### src/rtl/bp_pkg.sv
`default_nettype none
// ============================================================================
//  Module      : bp_pkg
//  Description : Shared types and constants for the branch predictor
//                (2-bit direction counter encoding, sequential PC step).
//  Revision    : 1.0 - initial release
// ============================================================================
package bp_pkg;

    // 2-bit saturating direction counter; bit 1 is the taken prediction
    typedef enum logic [1:0] {
        SNT = 2'b00,
        WNT = 2'b01,
        WT  = 2'b10,
        ST  = 2'b11
    } ctr_e;

    // Byte distance to the sequential next instruction
    localparam int PcStep = 4;

endpackage : bp_pkg
`default_nettype wire

### src/rtl/sat_counter2.sv
`default_nettype none
// ============================================================================
//  Module      : sat_counter2
//  Description : Next-state logic for a 2-bit saturating direction counter.
//                force_st pins the counter to strongly-taken (jumps).
//  Revision    : 1.0 - initial release
// ============================================================================
module sat_counter2
    import bp_pkg::*;
(
    input  ctr_e state,
    input  logic taken,
    input  logic force_st,
    output ctr_e next_state
);

    // Saturating step toward the resolved direction, overridden by force_st
    always_comb begin
        next_state = state;
        if (force_st) begin
            next_state = ST;
        end else if (taken) begin
            if (state != ST) begin
                next_state = ctr_e'(state + 2'b01);
            end
        end else begin
            if (state != SNT) begin
                next_state = ctr_e'(state - 2'b01);
            end
        end
    end

endmodule : sat_counter2
`default_nettype wire

### src/rtl/branch_predictor.sv
`default_nettype none
// ============================================================================
//  Module      : branch_predictor
//  Description : Direct-mapped BTB with 2-bit direction counters. Lookup is
//                combinational on the fetch PC; updates from the resolve stage
//                train the table and raise a registered redirect on
//                mispredicts. Saturating branch/mispredict statistics.
//  Revision    : 1.0 - initial release
// ============================================================================
module branch_predictor
    import bp_pkg::*;
#(
    parameter int AddressWidth = 10,
    parameter int Entries      = 16,
    parameter int StatWidth    = 16
) (
    input  logic                    clk_i,
    input  logic                    rst_i,
    input  logic [AddressWidth-1:0] fetch_pc_i,
    output logic                    pred_taken_o,
    output logic [AddressWidth-1:0] pred_target_o,
    input  logic                    upd_valid_i,
    input  logic [AddressWidth-1:0] upd_pc_i,
    input  logic                    upd_jump_i,
    input  logic                    upd_taken_i,
    input  logic [AddressWidth-1:0] upd_target_i,
    input  logic                    upd_pred_taken_i,
    input  logic [AddressWidth-1:0] upd_pred_target_i,
    output logic                    mispredict_o,
    output logic [AddressWidth-1:0] redirect_pc_o,
    output logic [StatWidth-1:0]    stat_branches_o,
    output logic [StatWidth-1:0]    stat_mispredicts_o
);

    localparam int IdxW = $clog2(Entries);
    localparam int TagW = AddressWidth - IdxW - 2;

    localparam logic [AddressWidth-1:0] C_PC_STEP  = AddressWidth'(PcStep);
    localparam logic [StatWidth-1:0]    C_STAT_ONE = StatWidth'(1);

    // Table storage: flop arrays so every entry clears on reset
    logic                    r_valid  [Entries];
    logic [TagW-1:0]         r_tag    [Entries];
    logic [AddressWidth-1:0] r_target [Entries];
    ctr_e                    r_ctr    [Entries];

    logic                    r_mispredict;
    logic [AddressWidth-1:0] r_redirect_pc;
    logic [StatWidth-1:0]    r_stat_branches;
    logic [StatWidth-1:0]    r_stat_mispredicts;

    // ---------------- Fetch-side lookup ----------------
    logic [IdxW-1:0] w_fetch_idx;
    logic [TagW-1:0] w_fetch_tag;
    logic            w_fetch_hit;
    ctr_e            w_fetch_ctr;

    assign w_fetch_idx = fetch_pc_i[IdxW+1:2];
    assign w_fetch_tag = fetch_pc_i[AddressWidth-1:IdxW+2];
    assign w_fetch_ctr = r_ctr[w_fetch_idx];
    assign w_fetch_hit = r_valid[w_fetch_idx] && (r_tag[w_fetch_idx] == w_fetch_tag);

    assign pred_taken_o  = w_fetch_hit & w_fetch_ctr[1];
    assign pred_target_o = pred_taken_o ? r_target[w_fetch_idx] : (fetch_pc_i + C_PC_STEP);

    // ---------------- Update-side decode ----------------
    logic [IdxW-1:0]         w_upd_idx;
    logic [TagW-1:0]         w_upd_tag;
    logic                    w_upd_hit;
    logic                    w_eff_taken;
    logic                    w_upd_write;
    ctr_e                    w_ctr_cur;
    ctr_e                    w_ctr_next;
    logic                    w_mispredict;
    logic [AddressWidth-1:0] w_redirect_pc;

    assign w_upd_idx = upd_pc_i[IdxW+1:2];
    assign w_upd_tag = upd_pc_i[AddressWidth-1:IdxW+2];
    assign w_upd_hit = r_valid[w_upd_idx] && (r_tag[w_upd_idx] == w_upd_tag);

    // Jumps always redirect, so they train the table as taken
    assign w_eff_taken = upd_taken_i | upd_jump_i;

    // Hits always train; misses only allocate when taken
    assign w_upd_write = upd_valid_i & (w_upd_hit | w_eff_taken);

    // A fresh allocation starts from WNT so one taken step lands on WT
    assign w_ctr_cur = w_upd_hit ? r_ctr[w_upd_idx] : WNT;

    sat_counter2 u_sat_counter2 (
        .state      (w_ctr_cur),
        .taken      (w_eff_taken),
        .force_st   (upd_jump_i),
        .next_state (w_ctr_next)
    );

    assign w_mispredict = upd_valid_i &
                          ((upd_taken_i != upd_pred_taken_i) |
                           (upd_taken_i & (upd_target_i != upd_pred_target_i)));

    assign w_redirect_pc = upd_taken_i ? upd_target_i : (upd_pc_i + C_PC_STEP);

    // ---------------- Table entries ----------------
    for (genvar i = 0; i < Entries; i++) begin : g_entry
        // Write the selected entry on a training update; reset clears it
        always_ff @(posedge clk_i or posedge rst_i) begin
            if (rst_i) begin
                r_valid[i]  <= 1'b0;
                r_tag[i]    <= '0;
                r_target[i] <= '0;
                r_ctr[i]    <= WNT;
            end else if (w_upd_write && (w_upd_idx == IdxW'(i))) begin
                r_valid[i] <= 1'b1;
                r_tag[i]   <= w_upd_tag;
                r_ctr[i]   <= w_ctr_next;
                if (w_eff_taken) begin
                    r_target[i] <= upd_target_i;
                end
            end
        end
    end

    // Redirect pulse: high for exactly the cycle after a mispredicting update
    always_ff @(posedge clk_i or posedge rst_i) begin
        if (rst_i) begin
            r_mispredict  <= 1'b0;
            r_redirect_pc <= '0;
        end else begin
            r_mispredict <= w_mispredict;
            if (upd_valid_i) begin
                r_redirect_pc <= w_redirect_pc;
            end
        end
    end

    // Saturating performance counters
    always_ff @(posedge clk_i or posedge rst_i) begin
        if (rst_i) begin
            r_stat_branches    <= '0;
            r_stat_mispredicts <= '0;
        end else begin
            if (upd_valid_i && (r_stat_branches != '1)) begin
                r_stat_branches <= r_stat_branches + C_STAT_ONE;
            end
            if (w_mispredict && (r_stat_mispredicts != '1)) begin
                r_stat_mispredicts <= r_stat_mispredicts + C_STAT_ONE;
            end
        end
    end

    assign mispredict_o       = r_mispredict;
    assign redirect_pc_o      = r_redirect_pc;
    assign stat_branches_o    = r_stat_branches;
    assign stat_mispredicts_o = r_stat_mispredicts;

endmodule : branch_predictor
`default_nettype wire

### config.mk
export PLATFORM = sky130hd
export DESIGN_NAME = branch_predictor
export DESIGN_NICKNAME = d
export VERILOG_FILES = /design/src/rtl/bp_pkg.sv /design/src/rtl/sat_counter2.sv /design/src/rtl/branch_predictor.sv
export SDC_FILE = /design/constraint.sdc
export NUM_CORES = 1
export LEC_CHECK = 0
export ABC_AREA = 1
export BUFFER_PORTS_ARGS = -buffer_cell sky130_fd_sc_hd__buf_4
export CAP_MARGIN = 15
export CORE_MARGIN = 2
export CORE_UTILIZATION = 55
export CTS_CLUSTER_SIZE = 12
export DETAILED_ROUTE_END_ITERATION = 10
export PLACE_DENSITY_LB_ADDON = 0.25
export REMOVE_ABC_BUFFERS = 1
export SLEW_MARGIN = 20
export SYNTH_ARGS = -nofsm -noshare
export SYNTH_HDL_FRONTEND = slang
export SYNTH_SLANG_ARGS = --single-unit
export TNS_END_PERCENT = 30
### constraint.sdc
create_clock -name clk_i -period 9.45 [get_ports clk_i]
set_clock_uncertainty 0.2 [all_clocks]
set_input_delay 1.4175 -clock clk_i [delete_from_list [all_inputs] [get_ports clk_i]]
set_output_delay 1.4175 -clock clk_i [all_outputs]
set_load 0.02 [all_outputs]
==> flow_summary.ini, run 1 <==
[drt]
via_per_inst = 5.82
vias = 14700
dr.first_iter.drc_count = 1686
wire_per_inst_um = 18.6
drtPass1Iterations = 6
drc_errors = 0
routed_wl_um = 47000
ant_nets = 0

[critical_path]
cp-endpoint = pred_target_o[6]
r2r_end = r_ctr[9]$_DFFE_PP0P_
reg2reg_from = r_tag[5]$_DFFE_PP0P_
cp_max_fo = 59
r2r_slack_ns = 6.00
required_ns = 7.83
critPathLaunchType = input pin
crit_path_end_kind = output port
worstSetupPathType = input pin to output port
cp.arrival_ns = 4.83
reg2regPathDepth = 16
startpoint = fetch_pc_i[2]

[cts]
clock-root-buffer = clkbuf_16
clock-sinks = 315
cts.htree.levels = 2
cts-resized-gates = 0
holdBufCountCts = 0
cts_tree = built
cts_inserted_buffers = 37
cts_setup_buffers = 0
path_clk_slew_ns = 0.06
clk_latency_ns = 0.52
clk_path_buf_depth = 3

[timing]
period_needed_ns = 6.45
hold_viol_final = 0
rsz0062_at_grt = false
fmax_mhz = 155
slew_viol_final = 0
worst_slew_pin_slew_ns = 1.08
setup_viol = 0
fin_crit_sh_pct = 68.2
slew_headroom_pct = 27.5

[cells_and_area]
seq_area_um2 = 7900
final_cell_mix = 623 x nand2_1, 299 x dfrtp_1, 230 x o21ai_0, 165 x inv_1, 155 x nor2_1
layout_commonest_cell = nand2_1
fill_cells = 2573
final_nets = 2173
final_util_pct = 62.7
area_growth_pct = 11.4
n_antenna_cell = 0
drive_gt1_share_pct = 9.74
multiInputGateArea_um2 = 6950
final_cells = 2530

[power]
switchingPower_mw = 1.30
pwr-share-clk_pct = 35.2
p_sw_share_pct = 31.3
p_int_mw = 2.85
combPwrFrac_pct = 20.2
powerDensity_nw_per_um2 = 230
peakVddDrop_v = 0.000257
power_frac_seq_pct = 44.6
p_leak_nw = 8.56

[synthesis]
synth_area_um2 = 16200
synth_area_per_cell_um2 = 7.67
synth_top_area_share_pct = 46.1
ys_seq_elements = 315
synth_top_area_cell = dfrtp_1
synthArstFlopShare_pct = 100
synth_cells = 2116
ys_seq_area_share_pct = 48.7
synth_flop_cell = dfrtp_1
yosysUniqueCellTypes = 39
synth_edf_count = 0
synth_area_leaders = dfrtp_1 46%, nand2_1 14%, o21ai_0 7.1%
ys_warn_count = 0

[global_route]
grt_pass1_wl_um = 75600
antenna_found_initial = 0
track_usage_pct = 30.8
grt_overflow = 0
grt_max_degree = 194
grt_pass1_vias = 13900

[floorplan]
io_pins = 100
core_um2 = 28900
dieWidth_um = 176
start_util_pct = 56.2
die_area_um2 = 30900
rows = 62
die_h_um = 176

[place]
place_inst = 2464
hpwl_um = 30400
io_buffers = 99
routabilityCongestion = 0.989

[hold_path]
min_path_type = flop to flop

[job]
drv_cap = 0

[outcome]
status = completed
[metrics by stage]
| step | setup slack, ns | hold WS (ns) | instance area, µm² | setup TNS, ns | total power, mW |
|---|---|---|---|---|---|
| final | 3.00 | 0.265 | 18100 | 0 | 4.15 |
| after global routing | 2.68 | 0.280 | 18100 | 0 | 4.36 |
| after CTS | 3.08 | 0.266 | 18100 | 0 | 4.15 |
| after detailed placement | 3.10 | 0.255 | 16800 | 0 | 2.68 |
| after global placement | 3.23 | 0.255 | 16800 | 0 | 2.66 |
| after floorplan | -0.856 | 0.245 | 15500 | -255.80 | 2.37 |
[logic make-up after synthesis]
group	Yosys count	share of synthesized area, %
simple gates	949	24.1
compound gates	483	15.8
buf+inv	319	8.45
flops	315	48.7
xor+xnor	42	2.27
fa+ha+maj	7	0.540
mux	1	0.0694
[routing by layer]
metal,up-vias,global-route usage [%],part of all wire (%)
li1,6871,-,-
met1,7080,44.6,43
met2,696,47.6,45
met3,84,5.37,9.0
met4,0,9.30,2.6
met5,-,0,0
[worst min path at each step]
stage                            startpoint                 endpoint  slack [ns]  depth (start not counted)
floorplan           r_valid[14]$_DFFE_PP0P_  r_valid[14]$_DFFE_PP0P_        0.24                          2
finish                 r_ctr[2]$_DFFE_PP1P_     r_ctr[2]$_DFFE_PP1P_        0.27                          2
global placement      r_ctr[26]$_DFFE_PP1P_    r_ctr[26]$_DFFE_PP1P_        0.26                          2
detailed placement    r_ctr[18]$_DFFE_PP1P_    r_ctr[18]$_DFFE_PP1P_        0.26                          2
global route          r_ctr[18]$_DFFE_PP1P_    r_ctr[18]$_DFFE_PP1P_        0.28                          2
CTS                   r_ctr[18]$_DFFE_PP1P_    r_ctr[18]$_DFFE_PP1P_        0.27                          2
[final cells by class]
cell class                 count  area share, %
inverter                     176           3.70
clock inverter                14           1.03
multi-input combinational   1482           38.4
clock buffer                  51           5.80
tap                          384           2.66
timing repair buffer         108           4.66
sequential                   315           43.7
[critical path, stage by stage]
cell and delay [ns]:
buf_4 0.37, clkinv_2 0.72, o311ai_0 0.62, nand3_1 0.16, nand3_1 0.10, nand4_1 0.12
nor2_1 0.14, nand2_1 0.33, inv_1 0.39, nand2_1 0.09, nand2_1 0.16, buf_4 0.17
[synth_stat cells, drive strengths merged, types with 4 or more instances]
master	instances
nor2	167
a311oi	4
o211ai	9
a21oi	48
o311ai	4
clkinv	5
o22ai	30
ha	7
inv	171
clkbuf	77
xnor2	13
dfrtp	299
nand3	90
o21ai	371
o221ai	14
xor2	29
nand2	625
or2	8
dfstp	16
nor4	7
buf	66
nor3	21
nand4	29
[power by group through the flow]
stage / registers (mW) / logic, mW / clock network, mW
after floorplan: 1.85 / 0.523 / 0
after global placement: 1.86 / 0.801 / 0
after detailed placement: 1.85 / 0.830 / 0
after CTS: 1.84 / 0.834 / 1.48
after global routing: 1.88 / 0.948 / 1.53
final: 1.85 / 0.841 / 1.46
[sequential cells by signal (all words and copies together) (netlist names)]
| register | flops |
|---|---|
| r_target | 160 |
| r_tag | 64 |
| r_ctr | 32 |
| r_valid | 16 |
| stat_branches_o | 16 |
| stat_mispredicts_o | 16 |
| redirect_pc_o | 10 |
| mispredict_o | 1 |
Note: power is estimated with default switching activity, not from simulation.
==> run 2: changes to the inputs <==
Clock period 9.45 ns to 5.85 ns, I/O delays scaled along.
==> run 2 against run 1 <==
Against the previous run:
- flip-flop and latch count is the same
- routed wire length shrank 0.62%
- non-clock buffer count grew 15
- critical path depth grew 2
- largest cell class unchanged
- largest power group unchanged
==> flow_summary.ini, run 2 (synthesis gave the netlist of run 1 again) <==
[critical_path]
critPathLaunchType = input pin
reg2reg_from = r_tag[43]$_DFFE_PP0P_
required_ns = 4.77
r2r_slack_ns = 2.51
cp.arrival_ns = 3.93
crit_top_cell = nand2_1
worstSetupPathType = input pin to output port
r2r_end = r_ctr[17]$_DFFE_PP0P_
cp_slowest_stage_delay_ns = 0.51
cp_max_fo = 42
crit_path_end_kind = output port
reg2regPathDepth = 16
crit_slowest_cell = clkinv_2
crit_chain = buf_4 > clkinv_2 > o21ai_0 > nand3_1 > nand3_1 > nand3_1 > nand2_1 > o21ai_0 > nor3_1 > nand2_1 > inv_1 > nand2_1 > nand2_1 > buf_4

[cells_and_area]
drive_gt1_share_pct = 10.1
final_cell_mix = 623 x nand2_1, 299 x dfrtp_1, 230 x o21ai_0, 164 x inv_1, 155 x nor2_1
final_nets = 2187
layout_commonest_cell = nand2_1
n_antenna_cell = 0
reg_top3 = r_target x160, r_tag x64, r_ctr x32
top_register = r_target
area_growth_pct = 11.8
largest_register_ffs = 160
final_util_pct = 62.9

[cts]
clk_path_buf_depth = 3
clk_latency_ns = 0.52
clock-root-buffer = clkbuf_16
path_clk_slew_ns = 0.06
cts_setup_buffers = 0
cts_tree = built
cts_inserted_buffers = 36
cts.htree.levels = 2
clock-sinks = 315
cts-resized-gates = 0
holdBufCountCts = 0

[power]
powerDensity_nw_per_um2 = 366
peakVddDrop_v = 0.000239
p_leak_nw = 8.59
p_total_mw = 6.65

[global_route]
grt_pass1_vias = 13900
grt_max_degree = 134
track_usage_pct = 30.8
grt_pass1_wl_um = 75700
antenna_found_initial = 0
grt_overflow = 0

[floorplan]
rows = 62
io_pins = 100
die_h_um = 176
dieWidth_um = 176
die_area_um2 = 30900
core_um2 = 28900
start_util_pct = 56.2

[outcome]
status = completed

[place]
routabilityCongestion = 0.964
io_buffers = 99
hpwl_um = 29700

[drt]
drtPass1Iterations = 6
drc_errors = 0
via_per_inst = 5.80
routed_wl_um = 46700
dr.first_iter.drc_count = 1804
vias = 14700
ant_nets = 0
wire_per_inst_um = 18.4

[hold_path]
worstHoldPathCells = 2
holdPathEnd = r_ctr[20]$_DFFE_PP1P_
hold_path.startpoint = r_ctr[20]$_DFFE_PP1P_
min_path_type = flop to flop

[timing]
holdWs_ns = 0.266
worst_slew_pin_slew_ns = 1.10
rsz0062_at_grt = false
fin_crit_sh_pct = 85.6
period_needed_ns = 5.01
hold_viol_final = 0
fmax_mhz = 200
setup_viol = 0
slew_headroom_pct = 26.2
slew_viol_final = 0

[job]
drv_cap = 0
[run 2: cell types whose count changed in the layout (fill, tap and decap cells not counted)]
cell,previous run,this run
clkinv_1,5,6
clkbuf_1,7,11
inv_8,2,1
buf_4,106,122
buf_16,1,0
clkbuf_8,7,6
inv_1,165,164
clkinv_2,7,3
[run 2: cell type report]
cell class / instances / area, µm²
clock buffer: 54 / 1050
clock inverter: 9 / 155
fill: 2542 / 10700
inverter: 176 / 669
multi-input combinational: 1482 / 6950
sequential: 315 / 7900
tap: 384 / 480
timing repair buffer: 123 / 936
[run 2: worst max path at each step]
stage	endpoint	from	cells past startpoint	slack [ns]
after floorplan	mispredict_o$_DFF_PP0_	rst_i	1	-3.92
after global placement	pred_target_o[6]	fetch_pc_i[2]	14	1.01
after detailed placement	pred_target_o[6]	fetch_pc_i[2]	14	0.93
after CTS	pred_target_o[6]	fetch_pc_i[2]	14	0.89
after global routing	pred_target_o[6]	fetch_pc_i[2]	14	0.65
final	pred_target_o[6]	fetch_pc_i[2]	14	0.84
[run 2: power breakdown]
group	leakage [nW]	total (mW)	internal (mW)	switching, mW
Clock	0.586	2.31	1.42	0.891
Sequential	3.87	2.98	2.67	0.304
Combinational	4.14	1.36	0.503	0.856
Total	8.59	6.65	4.59	2.05
[run 2: per-layer routing]
metal  share of wire (%)  vias to the layer above  track usage [%]
met3                 9.8                       83             5.26
met4                 2.7                        0             9.40
met1                  43                     7007             45.4
li1                    -                     6898                -
met2                  44                      750             46.7
met5                   0                        -                0
[run 2: worst max-delay path: cells and delay by family]
family / cells / cell delay (ns)
AND/OR/NAND/NOR: 8 / 1.11
AO/OA/AOI/OAI: 2 / 0.45
buffers and inverters: 4 / 1.46
[run 2: metrics by stage]
stage	instances	area (µm²)	TNS [ns]	setup WS (ns)
3_5_place_dp	2480	16900	0	0.929
4_1_cts	2543	18100	0	0.888
5_1_grt	2543	18100	0	0.649
6_report	2543	18100	0	0.843
3_3_place_gp	2480	16900	0	1.01
2_1_floorplan	1973	15500	-1193.55	-3.92
